==> config.mk <==
export PLATFORM = sky130hd
export DESIGN_NAME = uk101_video_timing
export DESIGN_NICKNAME = d
export VERILOG_FILES = /design/src/rtl/uk101_video_timing.sv
export SDC_FILE = /design/constraint.sdc
export NUM_CORES = 1
export LEC_CHECK = 0
export ABC_AREA = 1
export BUFFER_PORTS_ARGS = -buffer_cell sky130_fd_sc_hd__buf_2
export CORE_UTILIZATION = 37
export CTS_CLUSTER_DIAMETER = 60
export DETAILED_ROUTE_END_ITERATION = 16
export PLACE_DENSITY = 0.66
export SYNTH_ARGS = -nofsm -noshare
export SYNTH_HDL_FRONTEND = slang
export SYNTH_SLANG_ARGS = --single-unit
export TNS_END_PERCENT = 5
==> constraint.sdc <==
create_clock -name clk -period 3.3 [get_ports clk]
set_input_delay 0.66 -clock clk [delete_from_list [all_inputs] [get_ports clk]]
set_output_delay 0.66 -clock clk [all_outputs]
set_load 0.1 [all_outputs]
==> src/rtl/uk101_video_timing.sv <==
// uk101_video_timing: raster timing and character-fetch engine for the UK101
// display (64x32 characters, 8x8 glyph cell, 50 Hz PAL-style raster).
//
// Ports
//   clk          in   system clock
//   n_reset      in   asynchronous active-low reset
//   ce_pix       out  one-clk pulse every PIX_DIV clks
//   vram_addr    out  {row[4:0], col[5:0]} to synchronous video RAM
//   vram_data    in   character code, one clk after vram_addr is sampled
//   chrom_addr   out  {code[7:0], glyph_line[2:0]} to synchronous character ROM
//   chrom_data   in   glyph row, bit 7 = leftmost pixel, one clk after chrom_addr is sampled
//   pixel        out  mono video, 1 = lit
//   hsync        out  horizontal sync, active-high
//   vsync        out  vertical sync, active-high
//   hblank       out  high outside the active pixels of a line
//   vblank       out  high outside the active lines of a frame
//   de           out  ~(hblank | vblank)
//   frame_start  out  one-clk pulse coincident with the ce_pix tick at h=0, v=0
//
// pixel/hsync/vsync/hblank/vblank/de describe the previous ce_pix tick's raster
// position and are mutually aligned. PIX_DIV must lie in 3..15 so that a
// character fetch always completes well inside one 8-pixel cell.
module uk101_video_timing #(
    parameter int unsigned PIX_DIV  = 4,
    parameter int unsigned H_ACTIVE = 512,
    parameter int unsigned H_FP     = 96,
    parameter int unsigned H_SYNC   = 64,
    parameter int unsigned H_BP     = 128,
    parameter int unsigned V_ACTIVE = 256,
    parameter int unsigned V_FP     = 24,
    parameter int unsigned V_SYNC   = 3,
    parameter int unsigned V_BP     = 29
) (
    input  logic        clk,
    input  logic        n_reset,
    output logic        ce_pix,
    output logic [10:0] vram_addr,
    input  logic [7:0]  vram_data,
    output logic [10:0] chrom_addr,
    input  logic [7:0]  chrom_data,
    output logic        pixel,
    output logic        hsync,
    output logic        vsync,
    output logic        hblank,
    output logic        vblank,
    output logic        de,
    output logic        frame_start
);

    localparam int unsigned H_TOTAL  = H_ACTIVE + H_FP + H_SYNC + H_BP;
    localparam int unsigned V_TOTAL  = V_ACTIVE + V_FP + V_SYNC + V_BP;
    localparam int unsigned DIV_W    = $clog2(PIX_DIV);
    localparam int unsigned H_W      = $clog2(H_TOTAL);
    localparam int unsigned V_W      = $clog2(V_TOTAL);
    localparam int unsigned HS_START = H_ACTIVE + H_FP;
    localparam int unsigned HS_END   = HS_START + H_SYNC;
    localparam int unsigned VS_START = V_ACTIVE + V_FP;
    localparam int unsigned VS_END   = VS_START + V_SYNC;

    typedef enum logic [2:0] {
        S_IDLE  = 3'd0,
        S_ADDR  = 3'd1,
        S_CODE  = 3'd2,
        S_GLYPH = 3'd3,
        S_LOAD  = 3'd4
    } fetch_state_e;

    // Divider and raster counters
    logic [DIV_W-1:0] div_q;
    logic             ce_q;
    logic             fs_q;
    logic [H_W-1:0]   h_q;
    logic [V_W-1:0]   v_q;

    // Raster decode of the current tick
    logic             h_last_c;
    logic             v_last_c;
    logic             hblank_c;
    logic             vblank_c;
    logic             hsync_c;
    logic             vsync_c;

    // Fetch target
    logic             cell_tick_c;
    logic             fetch_same_c;
    logic             fetch_next_c;
    logic             trigger_c;
    logic [V_W-1:0]   v_next_c;
    logic [V_W-1:0]   tv_c;
    logic [5:0]       col_c;
    logic [4:0]       row_c;
    logic [2:0]       gline_c;

    // Fetch engine and pixel path
    fetch_state_e     state_q;
    logic [10:0]      vram_addr_q;
    logic [10:0]      chrom_addr_q;
    logic [2:0]       line_q;
    logic [7:0]       hold_q;
    logic [7:0]       shift_q;
    logic [7:0]       shift_d;
    logic             load_c;

    // Registered outputs
    logic             pixel_q;
    logic             hsync_q;
    logic             vsync_q;
    logic             hblank_q;
    logic             vblank_q;
    logic             de_q;

    // Pixel clock enable: ce_q is high while div_q == PIX_DIV-1
    always_ff @(posedge clk or negedge n_reset) begin
        if (!n_reset) begin
            div_q <= '0;
            ce_q  <= 1'b0;
            fs_q  <= 1'b0;
        end else begin
            div_q <= (div_q == DIV_W'(PIX_DIV - 1)) ? '0 : div_q + DIV_W'(1);
            ce_q  <= (div_q == DIV_W'(PIX_DIV - 2));
            // h_q/v_q already hold the upcoming tick's position here
            fs_q  <= (div_q == DIV_W'(PIX_DIV - 2)) && (h_q == '0) && (v_q == '0);
        end
    end

    // Raster counters, advanced once per pixel tick
    always_ff @(posedge clk or negedge n_reset) begin
        if (!n_reset) begin
            h_q <= '0;
            v_q <= '0;
        end else if (ce_q) begin
            h_q <= h_last_c ? '0 : h_q + H_W'(1);
            if (h_last_c) begin
                v_q <= v_last_c ? '0 : v_q + V_W'(1);
            end
        end
    end

    // Timing decode and next-cell fetch target
    always_comb begin
        h_last_c     = (h_q == H_W'(H_TOTAL - 1));
        v_last_c     = (v_q == V_W'(V_TOTAL - 1));
        hblank_c     = (h_q >= H_W'(H_ACTIVE));
        vblank_c     = (v_q >= V_W'(V_ACTIVE));
        hsync_c      = (h_q >= H_W'(HS_START)) && (h_q < H_W'(HS_END));
        vsync_c      = (v_q >= V_W'(VS_START)) && (v_q < V_W'(VS_END));

        cell_tick_c  = ce_q && (h_q[2:0] == 3'd0);
        fetch_same_c = (h_q < H_W'(H_ACTIVE - 8));
        fetch_next_c = (h_q == H_W'(H_TOTAL - 8));
        trigger_c    = cell_tick_c && (fetch_same_c || fetch_next_c);

        // Last cell of the line prefetches column 0 of the following line
        v_next_c     = v_last_c ? '0 : v_q + V_W'(1);
        tv_c         = fetch_next_c ? v_next_c : v_q;
        col_c        = fetch_next_c ? 6'd0 : 6'(h_q >> 3) + 6'd1;
        row_c        = 5'(tv_c >> 3);
        gline_c      = 3'(tv_c);

        load_c       = cell_tick_c && !hblank_c;
        shift_d      = load_c ? hold_q : (shift_q << 1);
    end

    // Character fetch: RAM and ROM each return data one clk after their address
    always_ff @(posedge clk or negedge n_reset) begin
        if (!n_reset) begin
            state_q      <= S_IDLE;
            vram_addr_q  <= '0;
            chrom_addr_q <= '0;
            line_q       <= '0;
            hold_q       <= '0;
        end else begin
            case (state_q)
                S_IDLE: begin
                    if (trigger_c) begin
                        vram_addr_q <= {row_c, col_c};
                        line_q      <= gline_c;
                        state_q     <= S_ADDR;
                    end
                end
                S_ADDR: begin
                    state_q <= S_CODE;
                end
                S_CODE: begin
                    chrom_addr_q <= {vram_data, line_q};
                    state_q      <= S_GLYPH;
                end
                S_GLYPH: begin
                    state_q <= S_LOAD;
                end
                S_LOAD: begin
                    hold_q  <= chrom_data;
                    state_q <= S_IDLE;
                end
                default: begin
                    state_q <= S_IDLE;
                end
            endcase
        end
    end

    // Shifter and output pipeline; pixel uses the shifter value for this tick
    // so that glyph bit 7 lines up with the first column of its cell.
    always_ff @(posedge clk or negedge n_reset) begin
        if (!n_reset) begin
            shift_q  <= '0;
            pixel_q  <= 1'b0;
            hsync_q  <= 1'b0;
            vsync_q  <= 1'b0;
            hblank_q <= 1'b0;
            vblank_q <= 1'b0;
            de_q     <= 1'b0;
        end else if (ce_q) begin
            shift_q  <= shift_d;
            pixel_q  <= shift_d[7] & ~hblank_c & ~vblank_c;
            hsync_q  <= hsync_c;
            vsync_q  <= vsync_c;
            hblank_q <= hblank_c;
            vblank_q <= vblank_c;
            de_q     <= ~(hblank_c | vblank_c);
        end
    end

    assign ce_pix      = ce_q;
    assign frame_start = fs_q;
    assign vram_addr   = vram_addr_q;
    assign chrom_addr  = chrom_addr_q;
    assign pixel       = pixel_q;
    assign hsync       = hsync_q;
    assign vsync       = vsync_q;
    assign hblank      = hblank_q;
    assign vblank      = vblank_q;
    assign de          = de_q;

endmodule

==> summary.txt, run 1 <==
CTS
  – Clock transition at path regs: around 0.070 ns
  – Post-cts gate resize count: 0
  – Cts hold-fix bufs: 0
  – CTS max path bufs: 2
  – CTS tree: done
  – CTS H-Tree Depth: 3
  – Worst skew pair latency: 0.34 ns
  – Total CTS buffers: 9
  – CTS sink count: a little over 70
  – Buffers inserted during post-CTS setup optimization: 0
  – CTS root buf: clkbuf_8

STA
  – Setup-failing EPs final: 0
  – Slew at the pin with the worst max-slew slack: 0.553 ns
  – Setup TNS: 0 ns
  – Slew Limit Fails: 0
  – RSZ-0062 raised after global routing: false
  – Worst rel slew slack: between 60% and 70%
  – Final period util: 65.9%
  – Hold_ws: slightly above 0.3 ns
  – Setup Skew: 0.00800 ns
  – Max Fclk: around 460 MHz
  – Post-layout minimum cycle time: roughly 2.2 ns
  – Final Hold Viols: 0

Worst setup path
  – WP buf/inv: 1
  – Worst setup EP type: output pin
  – CP max FO: 17
  – Largest stage delay, worst path: ~0.65 ns
  – Crit-path cells: buf_2
  – Startpoint Class: flop
  – Kind of critical path: flop to output pin
  – Required @ worst endpoint: around 2.6 ns
  – Delay-heaviest family, CP: flip-flops
  – Slowest cell on crit path: dfrtp_1
  – Worst path arrival time: ~1.5 ns

Yosys
  – #FFs+latches synth: just over 70
  – Post-synth cell types: 31
  – Count leader, synth: nand2_1
  – Syn Nets: between 400 and 500
  – Largest area contributor in the netlist: dfrtp_1
  – Synth top area share: 51.9%
  – Largest cells by area after synthesis: dfrtp_1 52%, nand2_1 10%, mux2_2 5.8%
  – EDFF count, synth: 0
  – Cells after Synth: around 390
  – Syn Std Cell Area: 3470 um^2
  – Register area share after synthesis: about 52%
  – Ys async rst share: between 90% and 100%
  – Synth Flop Type: dfrtp_1
  – Syn_area_per_cell: 8.99 um^2
  – Ys Warns: 0
  – Commonest cells in the netlist: 92 x nand2_1, 72 x dfrtp_1, 42 x inv_1

Route
  – Average vias per placed instance: about 4.9
  – Final WL: 7.40 mm
  – WL/cell: between 10 and 15 um
  – Remaining DRCs: 0
  – Drt pass-1 iters: 4
  – Remaining antenna violation count: 0
  – 1st-iter DRT viols: approximately 120
  – Vias: 2665

Cells and area
  – Final nets: 460
  – Share of cells above drive strength 1: 22.8%
  – # diodes: 0
  – Syn-to-layout area delta: 13.5%

Pwr
  – Gate power share: roughly 5.7%
  – Power Density: 405 nW/um^2
  – Clock share of power: between 30 and 40%
  – Sequential power share: a little under three fifths
  – Power Internal: approximately 1200 uW
  – Pleak: between 0.002 and 0.0025 uW
  – Switching share of power: between 20% and 30%
  – Maximum VDD drop: 0.000303 V
  – P_sw: about 390 uW

Place
  – Post-DP HPWL: roughly 5.4 mm
  – Number of port buffers: 47
  – Final GP Congestion: between 0.8 and 0.9

Global routing
  – Vias in the first global route: between 2k and 3k
  – Global route total overflow: 0
  – Total GRT Usage: 16.8%
  – Initial antenna violation count: 0
  – Largest net degree at the start of global routing: 28
  – First-pass GRT wire length: about 13 mm

Die
  – Core area: ~9000 um^2
  – Initial core utilization: roughly two fifths
  – Row cnt: 34
  – Die X: 98.8 um
  – Die area: a little under 10000 um^2
  – Boundary pin count: 48
  – Die Y-Extent: between 90 and 100 um

Min path
  – Hold Crit Class: input pin to async pin

Flow run
  – Maxcap violations: 0

Run status
  – Status: finished, final reports clean
==> path summary, 6_finish.rpt <==
| kind | slack, ns | end | from | depth (start not counted) |
|---|---|---|---|---|
| min in group clk | 0.46 | div_q[0] | div_q[0] | 1 |
| hold / removal | 0.30 | hold_q[1] | n_reset | 1 |
| max in group asynchronous | 2.25 | state_q[1] | n_reset | 2 |
| setup reg to reg | 1.21 | vram_addr[6] | ce_pix | 10 |
| hold reg to reg | 0.46 | div_q[0] | div_q[0] | 1 |
| setup / recovery | 1.12 | ce_pix | ce_pix | 1 |
==> routing by layer <==
layer  vias to the layer above  wire [um]  part of all wire, %  GRT usage, %
li1                       1346          -                    -             -
met3                         9        288                  3.9          5.46
met2                        51       3380                   46          25.0
met4                         0        121                  1.6          5.05
met1                      1259       3610                   49          23.4
met5                         -          0                    0             0
==> power groups by stage <==
stage | sequential (uW) | combinational, uW | clock [uW]
6_report | 901 | 90.0 | 603
5_1_grt | 901 | 97.9 | 672
4_1_cts | 900 | 92.4 | 630
3_5_place_dp | 918 | 92.2 | 0
3_3_place_gp | 917 | 89.7 | 0
2_1_floorplan | 958 | 11.3 | 0
==> per-stage QoR <==
step	setup slack [ns]	instances	total power, uW	util [%]	area, um^2
after floorplan	1.24	386	970	-	3470
after global placement	1.32	531	1010	42.4	3770
after detailed placement	1.22	531	1010	42.4	3770
after CTS	1.10	547	1620	44.3	3940
after global routing	0.957	547	1670	44.3	3940
final	1.12	547	1590	44.3	3940
==> worst reg2reg max path, cell delays in order (launching register included) <==
cell and delay, ns:
dfrtp_1 0.65, inv_2 0.25, nor2_4 0.19, nand2_4 0.13, clkinv_1 0.07, nand2_1 0.06
nand2_2 0.08, nand2_2 0.25, inv_2 0.22, nand2_1 0.08, nand2_1 0.06
==> cell families (layout without fill, tap and decap cells) <==
logic type                 after synthesis  in the layout  synth area share [%]
DFF                                     72             72                  51.9
and+or+nand+nor                        165            165                  21.1
AOI/OAI and AO/OA                       56             56                  8.84
muxes                                   18             18                  5.84
adders and majority gates                8              8                  2.89
xor gates and xnor gates                 7              7                  1.77
buffers and inverters                   60            113                  7.65
==> layout make-up <==
type,instances,area (um^2)
Clock buffer,13,149
Clock inverter,3,17.5
Fill cell,861,4960
Inverter,48,180
Multi-Input combinational cell,254,1400
Sequential cell,72,1800
Tap cell,108,135
Timing Repair Buffer,49,250
==> flip-flops by register name (all words and copies together), names as in the netlist <==
register and count:
de 1, state_q 3, vram_addr 11, chrom_addr 11
vblank 1, vsync 1, ce_pix 1, hblank 1
shift_q 7, v_q 9, line_q 3, hold_q 8
h_q 10, div_q 2, hsync 1, pixel 1
frame_start 1
==> cell usage in the layout (no fill, tap or decap), drive strengths merged, types with 2 or more instances in the layout <==
master,instances
nand4,5
dfrtp,72
o211ai,3
nand2,96
mux2,18
o21ai,41
inv,47
a21oi,10
ha,8
nor3,5
clkbuf,13
nand3,23
buf,49
nor4,2
nor2,32
clkinv,3
xor2,7
Power figures use the tool's default switching activity.
==> run 2: changes to the inputs <==
--- a/config.mk
+++ b/config.mk
@@ -10,7 +10,7 @@
 export CORE_UTILIZATION = 37
 export CTS_CLUSTER_DIAMETER = 60
 export DETAILED_ROUTE_END_ITERATION = 16
-export PLACE_DENSITY = 0.66
+export PLACE_DENSITY = 0.69
 export SYNTH_ARGS = -nofsm -noshare
 export SYNTH_HDL_FRONTEND = slang
 export SYNTH_SLANG_ARGS = --single-unit
==> constraint.sdc (replaced) <==
create_clock -name clk -period 1.8 [get_ports clk]
set_input_delay 0.36 -clock clk [delete_from_list [all_inputs] [get_ports clk]]
set_output_delay 0.36 -clock clk [all_outputs]
set_load 0.1 [all_outputs]
==> run 2 against run 1 <==
Effect of this change:
- design area up 4.7%
- count of clock-buffer cells in the layout down 4
- sequential cell count unchanged
- cell count up 1.3%
- setup slack worse by 1.1 ns
- sequential share of layout area down 2.0 points
- die area unchanged
- worst hold slack worse by 0.062 ns
- critical endpoint unchanged
==> summary.txt, run 2 (synthesis gave the netlist of run 1 again) <==
Worst setup path
  – FF-to-FF Start: h_q[5]
  – Slowest cell on crit path: buf_2
  – R2R Path End: vram_addr[1]
  – Startpoint Class: flop
  – Largest stage delay, worst path: 0.45 ns (-0.20 ns)
  – Required @ worst endpoint: 1.44 ns (-1.20 ns)
  – Worst reg2reg setup slack: 0.18 ns (-1.03 ns)
  – R2R cell count: 9 (-1)
  – Crit-path cells: buf_4 -> buf_2
  – Worst path arrival time: 1.38 ns (-0.14 ns)
  – CP max FO: 15 (-2)
  – Kind of critical path: flop to output pin
  – Crit. Startpoint: ce_pix
  – Critical path endpoint: ce_pix
  – Worst setup EP type: output pin

Route
  – Drt pass-1 iters: 4 (unchanged)
  – Remaining DRCs: 0 (unchanged)
  – Remaining antenna violation count: 0 (unchanged)
  – Vias: 2693 (+1.1%)
  – Average vias per placed instance: 4.86 (-0.23%)
  – Final WL: 7.03 mm (-5.0%)
  – 1st-iter DRT viols: 145 (+23%)
  – WL/cell: 12.7 um (-6.2%)

STA
  – Slew Limit Fails: 0 (unchanged)
  – RSZ-0062 raised after global routing: false
  – Slew at the pin with the worst max-slew slack: 0.498 ns (-0.0549 ns)
  – Max Fclk: roughly 570 MHz
  – Setup Skew: 0.00679 ns (-0.00121 ns)
  – Worst rel slew slack: 67.0% (+3.9 points)
  – Setup-failing EPs final: 0 (unchanged)
  – Setup TNS: 0 ns (unchanged)
  – Final period util: 96.7%
  – Post-layout minimum cycle time: 1.74 ns
  – Final Hold Viols: 0 (unchanged)

Place
  – Post-DP HPWL: 5.27 mm (-2.6%)
  – Final GP Congestion: 0.872 (+2.0%)
  – Cells after DPL: 537 (+1.1%)
  – Dpl cell area: 3840 um^2 (+1.9%)
  – Number of port buffers: 47 (unchanged)

CTS
  – Clock transition at path regs: 0.08 ns (about the same)
  – Total CTS buffers: 9 (unchanged)
  – Worst skew pair latency: 0.34 ns (about the same)
  – CTS root buf: clkbuf_8
  – CTS sink count: 72 (unchanged)
  – CTS max path bufs: 2 (unchanged)
  – CTS tree: done
  – CTS H-Tree Depth: 3 (unchanged)
  – Buffers inserted during post-CTS setup optimization: 0 (unchanged)

Die
  – Boundary pin count: 48 (unchanged)
  – Die X: 98.8 um (unchanged)
  – Die area: 9770 um^2 (unchanged)
  – Die Y-Extent: 98.8 um (unchanged)
  – Row cnt: 34 (unchanged)
  – Initial core utilization: 39.0% (unchanged)
  – Core area: 8890 um^2 (unchanged)

Flow run
  – Maxcap violations: 0 (unchanged)

Cells and area
  – Finished Layout Cells: 554 (+1.3%)
  – Most frequent cells in the layout: 92 x nand2_1, 71 x dfrtp_1, 47 x buf_2
  – # diodes: 0 (unchanged)
  – Syn-to-layout area delta: 18.8%
  – Final nets: 467 (+1.5%)
  – Filler cell count: 848 (-1.5%)
  – Leading cell type in the layout, fill and taps excluded: nand2_1
  – Share of cells above drive strength 1: 24.9% (+2.1 points)
  – Post-route design area: 4120 um^2 (+4.7%)

Global routing
  – Vias in the first global route: 2656 (-0.45%)
  – Global route total overflow: 0 (unchanged)
  – Total GRT Usage: 16.0% (-0.84 points)
  – Initial antenna violation count: 0 (unchanged)
  – Largest net degree at the start of global routing: 35 (+25%)
  – First-pass GRT wire length: 12.2 mm (-4.6%)

Pwr
  – Pleak: 0.00210 uW (+4.6%)
  – Maximum VDD drop: 0.000437 V (+44%)
  – Power Density: 851 nW/um^2 (+110%)
  – Tot Pwr: 3510 uW (+120%)

Run status
  – Status: finished, final reports clean

Min path
  – Hold Crit Depth: 2
  – Hold Crit Class: input pin to flop
run 2: repair_timing:
action / 4_1_cts / 5_1_grt
hold endpoints to repair: 15 / 0
resized for setup: 0 / 3
hold buffers: 1 / 0
setup endpoints to repair: 0 / 13
run 2: area by class of cell:
| class | instances | area (um^2) | share of cell area (%) |
|---|---|---|---|
| Clock buffer | 9 | 124 | 3.01 |
| Clock inverter | 7 | 143 | 3.46 |
| Inverter | 48 | 180 | 4.37 |
| Multi-Input combinational cell | 254 | 1400 | 34.0 |
| Sequential cell | 72 | 1800 | 43.8 |
| Tap cell | 108 | 135 | 3.28 |
| Timing Repair Buffer | 56 | 334 | 8.11 |
run 2: report_power, final:
| group | total [uW] | switching, uW | internal, uW |
|---|---|---|---|
| logic | 169 | 125 | 44.3 |
| registers | 1650 | 9.48 | 1640 |
| clock network | 1690 | 622 | 1070 |
run 2: how the worst min path moves through the flow:
stage / slack, ns / to / from
floorplan: 0.06 / ce_pix / n_reset
global placement: 0.32 / hold_q[1] / n_reset
detailed placement: 0.32 / hold_q[1] / n_reset
CTS: 0.22 / chrom_addr[7] / vram_data[4]
global route: 0.23 / hold_q[5] / chrom_data[5]
finish: 0.24 / hold_q[5] / chrom_data[5]
run 2: critical path, delay by kind of cell, from the launching register on:
kind                   cells  cell delay (ns)
DFF                        1             0.39
buffers and inverters      2             0.65
run 2: stage by stage:
stage / hold WS (ns) / utilization (%) / setup WS, ns
after floorplan: 0.0644 / - / 0.0805
after global placement: 0.318 / 43.2 / 0.180
after detailed placement: 0.323 / 43.2 / 0.127
after CTS: 0.225 / 46.3 / 0.0353
after global routing: 0.232 / 46.3 / 0.00384
final: 0.243 / 46.3 / 0.0589
run 2: layer usage:
metal  GRT usage, %  wire length (um)  vias to the layer above
li1               -                 -                     1350
met1           21.0              3290                     1259
met2           24.7              3180                       70
met3           3.19               360                       14
met4           8.96               195                        0
met5              0                 0                        -
==> run 3: changes to the inputs <==
--- a/config.mk
+++ b/config.mk
@@ -5,7 +5,6 @@
 export SDC_FILE = /design/constraint.sdc
 export NUM_CORES = 1
 export LEC_CHECK = 0
-export ABC_AREA = 1
 export BUFFER_PORTS_ARGS = -buffer_cell sky130_fd_sc_hd__buf_2
 export CORE_UTILIZATION = 37
 export CTS_CLUSTER_DIAMETER = 60
==> run 3 against run 2 <==
Effect of this change:
- the run now ends with negative setup slack left
- clock power decreased by 25%
- via count decreased by 3.4%
- fmax decreased by 7.7%
- die area decreased by 1.4%
- critical path depth increased by 3
- worst hold slack got worse by 0.23 ns
- critical endpoint is now vram_addr[8]
- largest cell class unchanged
- highest routed layer unchanged
==> summary.txt, run 3 <==
STA
  – Slew Limit Fails: 0 (unchanged)
  – Setup Skew: 0.0100 ns (+0.00324 ns)
  – Max Fclk: 530 MHz (-7.7%)
  – Final Hold Viols: 0 (unchanged)
  – Setup-failing EPs final: 13 (+13)
  – Setup TNS: -0.556 ns (-0.556 ns)
  – Worst rel slew slack: 60.8% (-6.2 points)
  – Final period util: 105% (+8.1 points)
  – Post-layout minimum cycle time: 1.89 ns (+0.146 ns)
  – Setup ws final: -0.0866 ns (-0.146 ns)
  – RSZ-0062 raised after global routing: true
  – Slew at the pin with the worst max-slew slack: 0.588 ns (+0.0896 ns)

Die
  – Row cnt: 34 (unchanged)
  – Core area: 8850 um^2 (-0.48%)
  – Die Y-Extent: 98.1 um (-0.69%)
  – Boundary pin count: 48 (unchanged)
  – Die area: 9630 um^2 (-1.4%)
  – Initial core utilization: 38.6% (-0.36 points)
  – Die X: 98.1 um (-0.69%)

Cells and area
  – Post-layout util: 49.5% (+3.1 points)
  – Syn-to-layout area delta: 28.0%
  – Share of cells above drive strength 1: 38.2% (+13 points)
  – Final nets: 429 (-8.1%)
  – Leading cell type in the layout, fill and taps excluded: dfrtp_1
  – Most frequent cells in the layout: 71 x dfrtp_1, 46 x buf_2, 42 x buf_4
  – # diodes: 0 (unchanged)

Global routing
  – Vias in the first global route: 2573 (-3.1%)
  – Largest net degree at the start of global routing: 28 (-20%)
  – Total GRT Usage: 16.4% (+0.44 points)
  – First-pass GRT wire length: 12.4 mm (+2.1%)
  – Global route total overflow: 0 (unchanged)
  – Initial antenna violation count: 0 (unchanged)

Route
  – Remaining DRCs: 0 (unchanged)
  – Met2 WL: 3.34 mm (+4.9%)
  – Vias: 2601 (-3.4%)
  – Remaining antenna violation count: 0 (unchanged)
  – WL/cell: 13.8 um (+9.0%)
  – Wl on met1: 3.40 mm (+3.4%)
  – Final WL: 7.14 mm (+1.6%)
  – Average vias per placed instance: 5.04 (+3.7%)
  – 1st-iter DRT viols: 170 (+17%)
  – Routed wl met3: 288 um (-20%)
  – Drt pass-1 iters: 8 (+4)
  – Top sig layer: met4

Run status
  – Violated checks: negative setup slack
  – Status: complete, but fails checks

Yosys
  – Synth Flop Type: dfrtp_1
  – Synth Area in Compound Gates: 9.29% (+0.46 points)
  – Largest area contributor in the netlist: dfrtp_1
  – Post-synth cell types: 44 (+42%)
  – Ys Warns: 0 (unchanged)
  – Count leader, synth: dfrtp_1
  – Proportion of synthesized area in mux cells: 10.5% (+4.7 points)
  – Commonest cells in the netlist: 72 x dfrtp_1, 31 x nor2_1, 24 x mux2_2
  – Ys async rst share: 100% (unchanged)
  – Syn Nets: 345 (-16%)
  – Cells after Synth: 319 (-17%)
  – Largest family of logic cells by synthesized area: simple AND/OR/NAND/NOR gates
  – Largest cells by area after synthesis: dfrtp_1 53%, mux2_2 7.9%, nor2_1 3.4%
  – Register area share after synthesis: 52.7% (+0.74 points)
  – Post-Synth XOR/XNOR Area: 4.35% (+2.6 points)
  – #FFs+latches synth: 72 (unchanged)
  – Synth top area share: 52.7% (+0.74 points)
  – Adder-Cell Fraction of Synth Area: 2.93% (+0.041 points)
  – Synth Area in Simple Gates: 15.2% (-5.8 points)
  – Syn Std Cell Area: 3420 um^2 (-1.4%)
  – Syn_area_per_cell: 10.7 um^2 (+19%)
  – EDFF count, synth: 0 (unchanged)

Pwr
  – Pleak: 0.00206 uW (-2.1%)
  – Power Density: 703 nW/um^2 (-17%)
  – Maximum VDD drop: 0.000303 V (-31%)

CTS
  – Worst skew pair latency: 0.35 ns (about the same)
  – Cts hold-fix bufs: 0 (-1)
  – CTS max path bufs: 2 (unchanged)
  – CTS sink count: 72 (unchanged)
  – CTS root buf: clkbuf_8
  – Clock transition at path regs: 0.08 ns (about the same)
  – Total CTS buffers: 9 (unchanged)
  – CTS H-Tree Depth: 3 (unchanged)
  – CTS tree: done

Worst setup path
  – Startpoint Class: flop
  – CP max FO: 4 (-11)
  – Kind of critical path: flop to flop
  – Delay-heaviest family, CP: simple AND/OR/NAND/NOR gates
  – Largest stage delay, worst path: 0.54 ns (+0.09 ns)
  – Worst setup EP type: flop
  – WP buf/inv: 1 (-1)
  – Slowest cell on crit path: or4_1
  – Required @ worst endpoint: 2.07 ns (+0.63 ns)
  – Crit-path cells: nor4b_4 -> buf_4 -> nand3_1 -> or4_1 -> a41oi_1
  – Worst path arrival time: 2.15 ns (+0.77 ns)

Place
  – Final GP Congestion: 0.880 (+0.94%)
  – Number of port buffers: 47 (unchanged)
  – Post-DP HPWL: 5.31 mm (+0.74%)

Min path
  – Hold Crit Class: input pin to async pin

Flow run
  – Maxcap violations: 0 (unchanged)
-- run 3: cell count changes after synthesis, sizes merged, moves of 4 or more --
| cell | before | now |
|---|---|---|
| xnor2 | 0 | 13 |
| inv | 47 | 18 |
| and3 | 0 | 4 |
| a21oi | 10 | 19 |
| mux2i | 0 | 9 |
| o21ai | 41 | 18 |
| nand2 | 96 | 19 |
| nand3 | 23 | 12 |
| clkbuf | 4 | 15 |
| mux2 | 18 | 24 |
-- run 3: metal layers --
metal / GRT usage (%) / up-vias
met3: 5.01 / 11
met4: 5.63 / 0
met5: 0 / -
met2: 25.4 / 55
met1: 21.9 / 1269
li1: - / 1266
-- run 3: worst paths after layout --
path	start	end	slack, ns	depth (start not counted)
max	h_q[6]	vram_addr[8]	-0.09	5
min	n_reset	h_q[5]	0.009	1
max reg2reg	h_q[6]	vram_addr[8]	-0.09	5
min reg2reg	div_q[0]	div_q[0]	0.45	1
max in group asynchronous	n_reset	chrom_addr[6]	1.26	2
min in group clk	chrom_data[3]	hold_q[3]	0.23	2
-- run 3: kinds of logic (layout without fill, tap and decap cells) --
| kind of cell | count (synthesis) | after routing |
|---|---|---|
| adders and majority gates | 8 | 8 |
| DFF | 72 | 72 |
| buffers and inverters | 39 | 128 |
| and+or+nand+nor | 99 | 99 |
| AOI/OAI and AO/OA | 51 | 51 |
| muxes | 33 | 33 |
| xor gates and xnor gates | 17 | 17 |
-- run 3: final cells by class --
class                   instances  area (um^2)
inverters                      18         67.6
clock buffers                   9          124
multi-input cells             208         1530
clock inverters                 7         72.6
flip-flops and latches         72         1810
repair buffers                 94          639
fillers                       817         4470
well taps                     108          135
-- run 3: stage by stage --
stage | cell area, um^2 | instances | setup slack (ns) | power (uW) | hold WS (ns)
after floorplan | 3440 | 319 | -0.260 | 1780 | 0.0644
after global placement | 4090 | 498 | -0.111 | 1860 | 0.397
after detailed placement | 4090 | 498 | -0.221 | 1860 | 0.396
after CTS | 4330 | 515 | -0.136 | 3130 | 0.00799
after global routing | 4380 | 516 | -0.181 | 3220 | 0.0387
final | 4380 | 516 | -0.0866 | 3080 | 0.00948
-- run 3: worst register-to-register path, cell delays in order, from the launching register on --
cell	delay (ns)
dfrtp_1	0.41
nor4b_4	0.35
buf_4	0.19
nand3_1	0.11
or4_1	0.54
a41oi_1	0.20
-- run 3: timing repair --
action,in CTS,in global routing
cloned,0,0
resized for setup,11,15
pin swaps,3,9
setup buffers,1,1
setup endpoints to repair,16,24
-- run 3: power breakdown --
| part | internal (uW) | switching (uW) | leakage [uW] | total [uW] |
|---|---|---|---|---|
| clock | 638 | 617 | 0.0000952 | 1260 |
| combinational | 45.5 | 126 | 0.00104 | 172 |
| sequential | 1640 | 11.8 | 0.000931 | 1650 |
